--- config.mk ---
export PLATFORM = sky130hd
export DESIGN_NAME = vga_timing_gen
export DESIGN_NICKNAME = d
export VERILOG_FILES = /design/src/rtl/vga_timing_gen.sv
export SDC_FILE = /design/constraint.sdc
export NUM_CORES = 1
export LEC_CHECK = 0
export CAP_MARGIN = 0
export CELL_PAD_IN_SITES_DETAIL_PLACEMENT = 1
export CELL_PAD_IN_SITES_GLOBAL_PLACEMENT = 1
export CORE_UTILIZATION = 36
export DETAILED_ROUTE_END_ITERATION = 8
export GPL_ROUTABILITY_DRIVEN = 0
export PLACE_DENSITY_LB_ADDON = 0.1
export RECOVER_POWER = 100
export SLEW_MARGIN = 25
export SYNTH_ARGS = -nofsm -noshare
export SYNTH_HDL_FRONTEND = slang
export SYNTH_SLANG_ARGS = --single-unit
--- constraint.sdc ---
create_clock -name vga_clk -period 1.85 [get_ports vga_clk]
set_input_delay 0.555 -clock vga_clk [delete_from_list [all_inputs] [get_ports vga_clk]]
set_output_delay 0.555 -clock vga_clk [all_outputs]
set_load 0.02 [all_outputs]
--- src/rtl/vga_timing_gen.sv ---
// VGA timing generator: counts the raster, requests pixels from a fixed-latency source
// and re-aligns sync/blanking with the returned pixels. vga_* lags pix_req by PIX_LAT clocks.
module vga_timing_gen #(
  parameter int H_DISPLAY = 640,
  parameter int H_FRONT   = 16,
  parameter int H_SYNC    = 96,
  parameter int H_BACK    = 48,
  parameter int V_DISPLAY = 480,
  parameter int V_FRONT   = 10,
  parameter int V_SYNC    = 2,
  parameter int V_BACK    = 33,
  parameter bit SYNC_POL  = 1'b0,
  parameter int PIX_LAT   = 2,
  localparam int H_TOTAL  = H_DISPLAY + H_FRONT + H_SYNC + H_BACK,
  localparam int V_TOTAL  = V_DISPLAY + V_FRONT + V_SYNC + V_BACK,
  localparam int XW       = $clog2(H_TOTAL),
  localparam int YW       = $clog2(V_TOTAL)
) (
  input  logic          vga_clk,
  input  logic          vga_rst_n,
  input  logic          enable,
  output logic          pix_req,
  output logic [XW-1:0] pix_x,
  output logic [YW-1:0] pix_y,
  input  logic          pix_valid,
  input  logic [11:0]   pix_rgb,
  output logic          frame_start,
  output logic          underflow,
  input  logic          underflow_clr,
  output logic          busy,
  output logic          vga_hSync,
  output logic          vga_vSync,
  output logic          vga_colorEn,
  output logic [3:0]    vga_color_r,
  output logic [3:0]    vga_color_g,
  output logic [3:0]    vga_color_b
);

  localparam logic [XW-1:0] H_ACT_END  = XW'(H_DISPLAY);
  localparam logic [XW-1:0] H_SYNC_BEG = XW'(H_DISPLAY + H_FRONT);
  localparam logic [XW-1:0] H_SYNC_END = XW'(H_DISPLAY + H_FRONT + H_SYNC);
  localparam logic [XW-1:0] H_LAST     = XW'(H_TOTAL - 1);
  localparam logic [YW-1:0] V_ACT_END  = YW'(V_DISPLAY);
  localparam logic [YW-1:0] V_SYNC_BEG = YW'(V_DISPLAY + V_FRONT);
  localparam logic [YW-1:0] V_SYNC_END = YW'(V_DISPLAY + V_FRONT + V_SYNC);
  localparam logic [YW-1:0] V_LAST     = YW'(V_TOTAL - 1);

  typedef enum logic [1:0] {IDLE, RUN, DRAIN} state_t;

  state_t          state;
  logic [XW-1:0]   h;
  logic [YW-1:0]   v;
  logic            frame_end;
  logic            active;
  logic            hs_win;
  logic            vs_win;
  logic            hs0;
  logic            vs0;
  logic [PIX_LAT-1:0] ce_pipe;
  logic [PIX_LAT-1:0] hs_pipe;
  logic [PIX_LAT-1:0] vs_pipe;
  logic            ce_due;

  assign busy      = (state != IDLE);
  assign frame_end = (h == H_LAST) && (v == V_LAST);
  assign active    = busy && (h < H_ACT_END) && (v < V_ACT_END);
  assign hs_win    = busy && (h >= H_SYNC_BEG) && (h < H_SYNC_END);
  assign vs_win    = busy && (v >= V_SYNC_BEG) && (v < V_SYNC_END);

  // Frames are never cut short: leaving RUN only takes effect on the last clock of a frame.
  always_ff @(posedge vga_clk or negedge vga_rst_n) begin
    if (!vga_rst_n) begin
      state <= IDLE;
      h     <= '0;
      v     <= '0;
    end else begin
      case (state)
        IDLE: begin
          h <= '0;
          v <= '0;
          if (enable) state <= RUN;
        end
        RUN, DRAIN: begin
          if (h == H_LAST) begin
            h <= '0;
            v <= (v == V_LAST) ? '0 : v + 1'b1;
          end else begin
            h <= h + 1'b1;
          end
          if (frame_end)
            state <= enable ? RUN : IDLE;
          else if (state == RUN && !enable)
            state <= DRAIN;
          else if (state == DRAIN && enable)
            state <= RUN;
        end
        default: state <= IDLE;
      endcase
    end
  end

  always_ff @(posedge vga_clk or negedge vga_rst_n) begin
    if (!vga_rst_n) begin
      pix_req     <= 1'b0;
      pix_x       <= '0;
      pix_y       <= '0;
      frame_start <= 1'b0;
      hs0         <= 1'b0;
      vs0         <= 1'b0;
    end else begin
      pix_req     <= active;
      pix_x       <= active ? h : '0;
      pix_y       <= active ? v : '0;
      frame_start <= busy && (h == '0) && (v == '0);
      hs0         <= hs_win;
      vs0         <= vs_win;
    end
  end

  // Timing bits ride a shift register so they line up with the pixel returning from the source.
  always_ff @(posedge vga_clk or negedge vga_rst_n) begin
    if (!vga_rst_n) begin
      ce_pipe <= '0;
      hs_pipe <= '0;
      vs_pipe <= '0;
    end else begin
      ce_pipe[0] <= pix_req;
      hs_pipe[0] <= hs0;
      vs_pipe[0] <= vs0;
      for (int i = 1; i < PIX_LAT; i++) begin
        ce_pipe[i] <= ce_pipe[i-1];
        hs_pipe[i] <= hs_pipe[i-1];
        vs_pipe[i] <= vs_pipe[i-1];
      end
    end
  end

  generate
    if (PIX_LAT == 1) begin : g_due_direct
      assign ce_due = pix_req;
    end else begin : g_due_piped
      assign ce_due = ce_pipe[PIX_LAT-2];
    end
  endgenerate

  assign vga_colorEn = ce_pipe[PIX_LAT-1];
  assign vga_hSync   = hs_pipe[PIX_LAT-1] ? SYNC_POL : ~SYNC_POL;
  assign vga_vSync   = vs_pipe[PIX_LAT-1] ? SYNC_POL : ~SYNC_POL;

  // A missing pixel is shown black and latched; a new miss wins over a clear.
  always_ff @(posedge vga_clk or negedge vga_rst_n) begin
    if (!vga_rst_n) begin
      vga_color_r <= '0;
      vga_color_g <= '0;
      vga_color_b <= '0;
      underflow   <= 1'b0;
    end else begin
      if (ce_due && pix_valid) begin
        vga_color_r <= pix_rgb[11:8];
        vga_color_g <= pix_rgb[7:4];
        vga_color_b <= pix_rgb[3:0];
      end else begin
        vga_color_r <= '0;
        vga_color_g <= '0;
        vga_color_b <= '0;
      end
      if (ce_due && !pix_valid)
        underflow <= 1'b1;
      else if (underflow_clr)
        underflow <= 1'b0;
    end
  end

endmodule
==> summary.md <==
| Metric | Value |
|---|---|
| Run status | finished clean |
| Number of cells on the critical path | 1 |
| Die Footprint | 8440 sq um |
| Initial cell density of the core | 37.4% |
| Insertion delay of the later-clocked pin in the worst-skew pair | 350 ps |
| Kind of capture point of the worst setup path | output pin |
| First-pass DRT Iterations | 4 |
| Cell with the most instances after synthesis | sky130_fd_sc_hd__dfrtp_1 |
| Count of nets after finishing | 371 |
| Data required time of the critical path | 1290 ps |
| Worst-margin pin slew | roughly 890 ps |
| Proportion of layout cells with a drive suffix above 1 | 18.8% |
| Final number of max-transition violations | 0 |
| Leakage dissipation | roughly 0.0018 uW |
| Overflow left after global routing | 0 |
| Via count of the routed design | about 2300 |
| Iter 0 DRT Violations | 97 |
| Launching element type of the critical path | register |
| Fin Clk Skew | 11.3 ps |
| Arrival time of the worst setup path | 1270 ps |
| Quantity of I/O buffers inserted on ports | 55 |
| HP Class | reg -> reg |
| Peak supply drop | between 0.4 and 0.5 mV |
| Slew margin rel. | 40.9% |
| Combined flip-flop and latch cell area | 1630 sq um |
| Buf+Inv Stages, Crit Path | 1 |
| Clock tree root driver cell | sky130_fd_sc_hd__clkbuf_8 |
| Growth of design area from synthesis to finish | 29.3% |
| Unrepaired setup endpoints after global routing | false |
| Pin count of the biggest net entering global routing | between 60 and 70 |
| Time the final worst path needs with I/O delays and setup | 1820 ps |
| Total of warnings raised by yosys | 0 |
| FF+latch count, synth | 65 |
| Routed length per instance | 16.4 um |
| Register-to-Register Setup Slack | 70 ps |
| Reg clk slew, reported paths | 70 ps |
| Number of synthesized flops with an enable pin | 0 |
| Top flip-flop cell by instance count after synthesis | sky130_fd_sc_hd__dfrtp_1 |
| Antenna violation net count after detailed routing | 0 |
| Critical Setup Path Class | reg -> out |
| Placed instance count | roughly 440 |
| Final hold vios | 0 |
| DIE HEIGHT | 91.9 um |
| Fin cells | 453 |
| Total power divided by cell area | 1120 nW/um^2 |
| TritonCTS Sinks | 65 |
| Top post-synthesis cells by area | sky130_fd_sc_hd__dfrtp_1 56%, sky130_fd_sc_hd__and3_1 3.7%, sky130_fd_sc_hd__ha_1 3.4% |
| Count of cells along the worst hold path | 0 |
| Share of the yosys chip area belonging to registers | 55.9% |
| Number of instances in the synthesized netlist | 261 |
| Cell count of the worst reg-to-reg path | 6 |
| Worst flop-to-flop path startpoint | state[1] |
| Number of design rule violations left after detail routing | 0 |
| Final standard cell utilization of the core | 48.4% |
| Number of standard-cell rows in the floorplan | 32 |
| DPL Wire Length | ~5.2 mm |
| Number of max-capacitance violations reported | 0 |
| Delay of the slowest cell on the worst path | 600 ps |
| Post-CTS Hold Fix Bufs | 0 |
| Maximum clock insertion buffer count | 2 |
| Synth Cell Area | approximately 2900 sq um |
| Total Routing Usage GR | 18.8% |
| Core box area | 7770 sq um |
| Share of the synthesized area in the top cell type | a little under three fifths |
| Clock H-tree levels | 3 |
| Post-synth ARST share | 100% |
| Die W | 91.9 um |
| FMAX | 548 MHz |
| Family with the most delay on the worst path | buffers and inverters |
| Initial antenna violation count | 0 |
| Count of cell types in the netlist | slightly above 60 |
| Total wirelength of the detailed-routed design | 7.44 mm |
| Final clock period utilization by the worst path | 98.6% |
| First-pass GRT wire length | approximately 12 mm |
| Post-synth top cells | 65 x sky130_fd_sc_hd__dfrtp_1, 23 x sky130_fd_sc_hd__nand2_1, 17 x sky130_fd_sc_hd__and3_1, 14 x sky130_fd_sc_hd__inv_1, 13 x sky130_fd_sc_hd__and2_1 |
| Antenna diode count | 0 |
| Via count of the first global-routing pass | 2347 |
| Area leader, netlist | sky130_fd_sc_hd__dfrtp_1 |
| Crit path cell chain | clkdlybuf4s50_1 |
| Reg2reg end | v[9] |
| Library cell contributing the largest single delay on the critical path | sky130_fd_sc_hd__clkdlybuf4s50_1 |
| Top Ports | 56 |
| Clock tree from TritonCTS | yes |
| Number of buffers created by CTS | 9 |
| Count of fill cells added during filler insertion | 877 |
| Worst-path maximum fanout | 1 |
| Hold Startpoint | vs_pipe[0] |
| Number of setup violations in the final report | 0 |
| Mean instance size in the synthesized netlist | 11.1 sq um |
| Worst Hold Path EP | vs_pipe[1] |
| Via density | 5.13 |
| Multi-input gate area in the final layout | 1140 sq um |
| Post-Syn Nets | 286 |
[per-layer routing]
metal,up-vias,global-route usage (%),wire [um]
met5,-,0,0
met4,0,7.03,113
met3,11,3.07,258
met2,57,28.3,3380
met1,1159,27.3,3690
li1,1099,-,-
[area by class of cell]
class,instances,share of cell area (%)
flip-flops and latches,65,43.2
multi-input cells,167,30.4
repair buffers,89,16.6
clock buffers,11,4.03
well taps,102,3.39
inverters,14,1.40
clock inverters,5,0.998
[registers in the layout, indices dropped and copies added, names as in the netlist, 4 cells and up]
name / count
v: 10
vga_color_r: 4
pix_y: 10
vga_color_g: 4
pix_x: 10
vga_color_b: 4
h: 10
[metrics by stage]
stage | hold slack, ps | TNS [ps] | cell area (sq um) | setup slack, ps | power (uW)
2_1_floorplan | 259 | 0 | 2920 | 55.2 | 2510
3_3_place_gp | 332 | 0 | 3770 | 40.8 | 3210
5_1_grt | 363 | 0 | 3760 | 0.207 | 4470
6_report | 350 | 0 | 3760 | 25.2 | 4210
4_1_cts | 233 | 0 | 3940 | 0.549 | 4380
3_5_place_dp | 336 | -31.7 | 3770 | -31.7 | 3240
[power by group]
| part | switching, uW | internal, uW | total (uW) | leakage [uW] |
|---|---|---|---|---|
| combinational | 828 | 562 | 1390 | 0.000798 |
| clock | 580 | 566 | 1150 | 0.0000924 |
| sequential | 97.3 | 1580 | 1670 | 0.000877 |
| total | 1500 | 2700 | 4210 | 0.00177 |
[logic make-up (layout without fill, tap and decap cells)]
kind of cell,Yosys count,in the layout,share of synthesized area [%]
other,1,1,0.129
xor gates and xnor gates,2,2,0.603
and+or+nand+nor,112,112,23.2
adders and majority gates,8,8,3.44
buffers and inverters,29,119,4.86
muxes,3,3,1.08
DFF,65,65,55.9
AOI/OAI and AO/OA,41,41,10.8
[timing repair]
action / in CTS / in global routing
setup buffers: 0 / 1
pin swaps: 0 / 1
setup endpoints to repair: 11 / 25
gates resized for setup: 14 / 23
[worst reg2reg max path, delay by kind of cell (launching register included)]
| family | cells | cell delay, ps |
|---|---|---|
| compound gates | 1 | 160 |
| simple gates | 3 | 800 |
| flops | 1 | 370 |
| buf+inv | 1 | 60 |
| fa+ha+maj | 1 | 280 |
[worst max-delay path by stage]
stage / from / endpoint
6_report: pix_x[0] / pix_x[0]
4_1_cts: pix_x[3] / pix_x[3]
3_3_place_gp: enable / state[0]
2_1_floorplan: state[1] / v[9]
5_1_grt: pix_y[2] / pix_y[2]
3_5_place_dp: enable / state[0]
[layout by cell type, fill, tap and decap left out, drive strengths merged, types with 2 or more instances in the layout]
| master | count |
|---|---|
| dfrtp | 65 |
| clkbuf | 42 |
| buf | 26 |
| nand2 | 23 |
| clkdlybuf4s50 | 21 |
| and3 | 18 |
| inv | 16 |
| and2 | 15 |
| o21ai | 13 |
| nand3 | 12 |
| dlygate4sd2 | 10 |
| nor4 | 10 |
| ha | 8 |
| nor2 | 6 |
| nor3 | 5 |
| a31oi | 5 |
| or3 | 4 |
| nand2b | 4 |
| a21oi | 4 |
| nand4 | 3 |
| or4 | 3 |
| o31ai | 2 |
| a221o | 2 |
| o211ai | 2 |
| xor2 | 2 |
| mux2i | 2 |
| a41oi | 2 |
| clkinvlp | 2 |
| a22o | 2 |
Power figures use the tool's default switching activity.
==> patch 1 (same flow settings) <==
The output `frame_start` loses its register stage (`frame_start` becomes a continuous assignment).
--- a/src/rtl/vga_timing_gen.sv
+++ b/src/rtl/vga_timing_gen.sv
@@ -104,18 +104,18 @@
       pix_req     <= 1'b0;
       pix_x       <= '0;
       pix_y       <= '0;
-      frame_start <= 1'b0;
       hs0         <= 1'b0;
       vs0         <= 1'b0;
     end else begin
       pix_req     <= active;
       pix_x       <= active ? h : '0;
       pix_y       <= active ? v : '0;
-      frame_start <= busy && (h == '0) && (v == '0);
       hs0         <= hs_win;
       vs0         <= vs_win;
     end
   end
+
+  assign frame_start = busy && (h == '0) && (v == '0);
 
   // Timing bits ride a shift register so they line up with the pixel returning from the source.
   always_ff @(posedge vga_clk or negedge vga_rst_n) begin
Function: changed (Yosys sat finds a counterexample within 4 cycles, from zero or initial values and one cycle with vga_rst_n low).
==> patch 1 against the original RTL <==
Clock power is 20% higher. Synthesized area is 0.86% lower. Via count is 3.9% higher. Worst setup slack worse by 0.62 ns. Design area is 11% higher. Total power is 14% higher. Critical path type unchanged. Wire length is 7.4% higher. Count of clock-buffer cells in the layout is 1 lower. The run now ends with setup timing left. Sequential cell count is 1 lower. Fmax is 25% lower.
==> patch 1: results <==
set metrics [dict create \
    status "finished with violations" \
    violations "setup timing" \
    whs_endpoint "hs_pipe[1]$_DFF_PN0_" \
    grt_pass1_vias 2430 \
    detail_route.iter0.violations 94 \
    grt_use_total_pct 20.2 \
    crit_family "simple AND/OR/NAND/NOR gates" \
    ys_top_cells_by_area "dfrtp_1, and3_1, ha_1, nand2_1, and2_1" \
    nNetsFinal 388 \
    slowest_delay_ns 0.38 \
    r2r_cells 8 \
    report.final.setup_viol 7 \
    critPathSlowestCell "dfrtp_1" \
    dpl_worst_slack_ns -0.702 \
    crit_arrival_ns 1.89 \
    ir_drop_uv 558 \
    timing.rr.end "h[7]$_DFFE_PN0P_" \
    finalWorstSetupSlack_ns -0.596 \
    tightest_slew_ns 1.43 \
    r2r_setup_slack_ns -0.07 \
    synth_fp_nets 285 \
    timing.rr.start "h[7]$_DFFE_PN0P_" \
    synthTopCellsByCount "dfrtp_1, nand2_1, and3_1" \
    min_from "hs_pipe[0]$_DFF_PN0_" \
    static-leakage-power_nw 2.18 \
]
## patch 1: changes by cell type in the layout (fill, tap and decap cells not counted), moves of 6 or more
cell | before | now
and2_0 | 8 | 1
and2_1 | 6 | 13
buf_4 | 25 | 49
clkbuf_1 | 28 | 1
dlygate4sd2_1 | 10 | 16
dlymetal6s2s_1 | 0 | 13
## patch 1: timing repair
action | 4_1_cts | 5_1_grt
setup endpoints to repair | 17 | 28
pin swaps | 0 | 3
buffers inserted | 0 | 3
resized for setup | 22 | 28
## patch 1: cells by family after synthesis
group / Yosys count / synth area share [%]
other: 1 / 0.130
AND/OR/NAND/NOR: 112 / 23.4
adder cells (fa/ha/maj): 8 / 3.47
buffers and inverters: 29 / 4.90
AO/OA/AOI/OAI: 41 / 10.9
XOR/XNOR: 2 / 0.608
flip-flops: 64 / 55.6
multiplexers: 3 / 1.09
## patch 1: area by class of cell
| type | instances | area (um^2) |
|---|---|---|
| fillers | 836 | 3550 |
| clock buffers | 10 | 138 |
| multi-input cells | 167 | 1220 |
| well taps | 102 | 128 |
| flip-flops and latches | 64 | 1600 |
| inverters | 14 | 52.6 |
| repair buffers | 107 | 947 |
| clock inverters | 6 | 92.6 |
## patch 1: worst max-delay path by stage
stage,startpoint,end,slack (ns),cells after the start
after global routing,state[1]$_DFFE_PN0P_,frame_start,-0.65,6
after CTS,state[1]$_DFFE_PN0P_,frame_start,-0.61,6
after detailed placement,state[1]$_DFFE_PN0P_,frame_start,-0.70,6
after global placement,state[0]$_DFFE_PN0P_,frame_start,-0.66,6
after floorplan,state[1]$_DFFE_PN0P_,frame_start,-0.13,5
final,state[1]$_DFFE_PN0P_,frame_start,-0.60,6
## patch 1: through the flow
stage          TNS, ns  std cells  hold slack (ns)
2_1_floorplan   -0.128        260            0.259
3_3_place_gp    -0.749        451            0.333
3_5_place_dp    -0.853        451            0.338
4_1_cts         -0.871        467            0.225
5_1_grt          -2.30        470            0.357
6_report         -1.02        470            0.352
## patch 1: power groups by stage
stage	Sequential, W	Combinational [W]	Clock (W)
floorplan	0.00177	0.000733	0
global placement	0.00166	0.00169	0
detailed placement	0.00166	0.00172	0
CTS	0.00164	0.00170	0.00140
global route	0.00165	0.00191	0.00146
finish	0.00163	0.00177	0.00138
## patch 1: layer usage
layer / vias to the layer above / track usage, % / share of wire, %
met5: - / 0 / 0
met1: 1217 / 27.8 / 47
met3: 9 / 3.27 / 3.8
li1: 1131 / - / -
met2: 59 / 32.0 / 48
met4: 0 / 7.94 / 1.1
==> patch 2 (config.mk and constraints unchanged) <==
Made on the original files. Set the parameter `H_BACK` to 96 (it was 48).
--- a/src/rtl/vga_timing_gen.sv
+++ b/src/rtl/vga_timing_gen.sv
@@ -4,7 +4,7 @@
   parameter int H_DISPLAY = 640,
   parameter int H_FRONT   = 16,
   parameter int H_SYNC    = 96,
-  parameter int H_BACK    = 48,
+  parameter int H_BACK    = 96,
   parameter int V_DISPLAY = 480,
   parameter int V_FRONT   = 10,
   parameter int V_SYNC    = 2,
Check against the original RTL: no difference found for any inputs over 10 cycles, from zero or initial values and one cycle with vga_rst_n low; that may be too few to reach the edited logic, so the function may still have changed.
==> patch 2 against the original RTL <==
Design area is 0.73% higher. Sequential cell count unchanged. Worst setup slack improved by 0.0064 ns. Die area decreased by 2.0%. Total power increased by 6.9%. Wire length down 4.6%. Global-route usage down 0.63 points. Sequential share of layout area down 0.31 points. Synthesized area shrank 2.0%. Largest cell class unchanged.
==> patch 2: results <==
set metrics [dict create \
    place_inst 441 \
    routed-wl-met2_um 3320 \
    n_fill_cell 876 \
    finalNonFillerCells 457 \
    timing.rr.end "v[7]$_DFFE_PN0P_" \
    detail_route.iter0.violations 66 \
    final_layout_size_suffix_gt1_share_pct 16.1 \
    grt_pass1_wl_um 11800 \
    nNetsFinal 375 \
    post_cts_resized 11 \
    use_met3_pct 3.52 \
    slew_headroom_pct 6.27 \
    placed_area_um2 3720 \
    ys_types 46 \
    place_hpwl_um 5230 \
    vias 2285 \
    dpl_worst_slack_ns 0.00925 \
    wirelength_um 7100 \
    ir_drop_uv 691 \
    synth_fp_nets 289 \
    dr_wl_met3_um 318 \
    finalWorstSetupSlack_ns 0.0315 \
    wl_met1_um 3350 \
    met1_usage_pct 23.8 \
    status "finished clean" \
    syn_area_per_cell_um2 10.8 \
    static-leakage-power_nw 1.73 \
    crit_start "pix_y[0]$_DFF_PN0_" \
    timing.rr.start "v[0]$_DFFE_PN0P_" \
    clock_skew_ns 0.0113 \
    ys_seq_area_share_pct 57.1 \
    hold_slack_ns 0.354 \
    grtUsageMet2_pct 30.1 \
    r2r_setup_slack_ns 0.13 \
    synthTopCellsByCount "dfrtp_1, nand2_1, and3_1, inv_1" \
    grt_use_total_pct 18.2 \
]
patch 2: changes by cell type after synthesis, sizes merged, moves of 3 or more:
cell,change
nor2,+5
xnor2,+5
and3,-4
and4,+3
nand3b,+3
patch 2: kinds of logic (layout without fill, tap and decap cells):
family                     after synthesis  after routing  synth area share [%]
and+or+nand+nor                        119            119                  24.5
DFF                                     65             65                  57.1
AOI/OAI and AO/OA                       36             36                  8.35
buffers and inverters                   29            120                  4.61
adders and majority gates                8              8                  3.51
xor gates and xnor gates                 6              6                  1.84
other                                    1              1                 0.132
patch 2: cell type report:
cell class | count | area share (%)
clock buffers | 10 | 3.37
clock inverters | 6 | 2.44
inverters | 14 | 1.39
multi-input cells | 170 | 28.9
flip-flops and latches | 65 | 42.9
well taps | 102 | 3.37
repair buffers | 90 | 17.6
patch 2: where the power goes:
| group | switching (W) | total (W) | internal, W |
|---|---|---|---|
| clock network | 0.000550 | 0.00131 | 0.000763 |
| registers | 0.000112 | 0.00170 | 0.00159 |
| logic | 0.000885 | 0.00148 | 0.000596 |
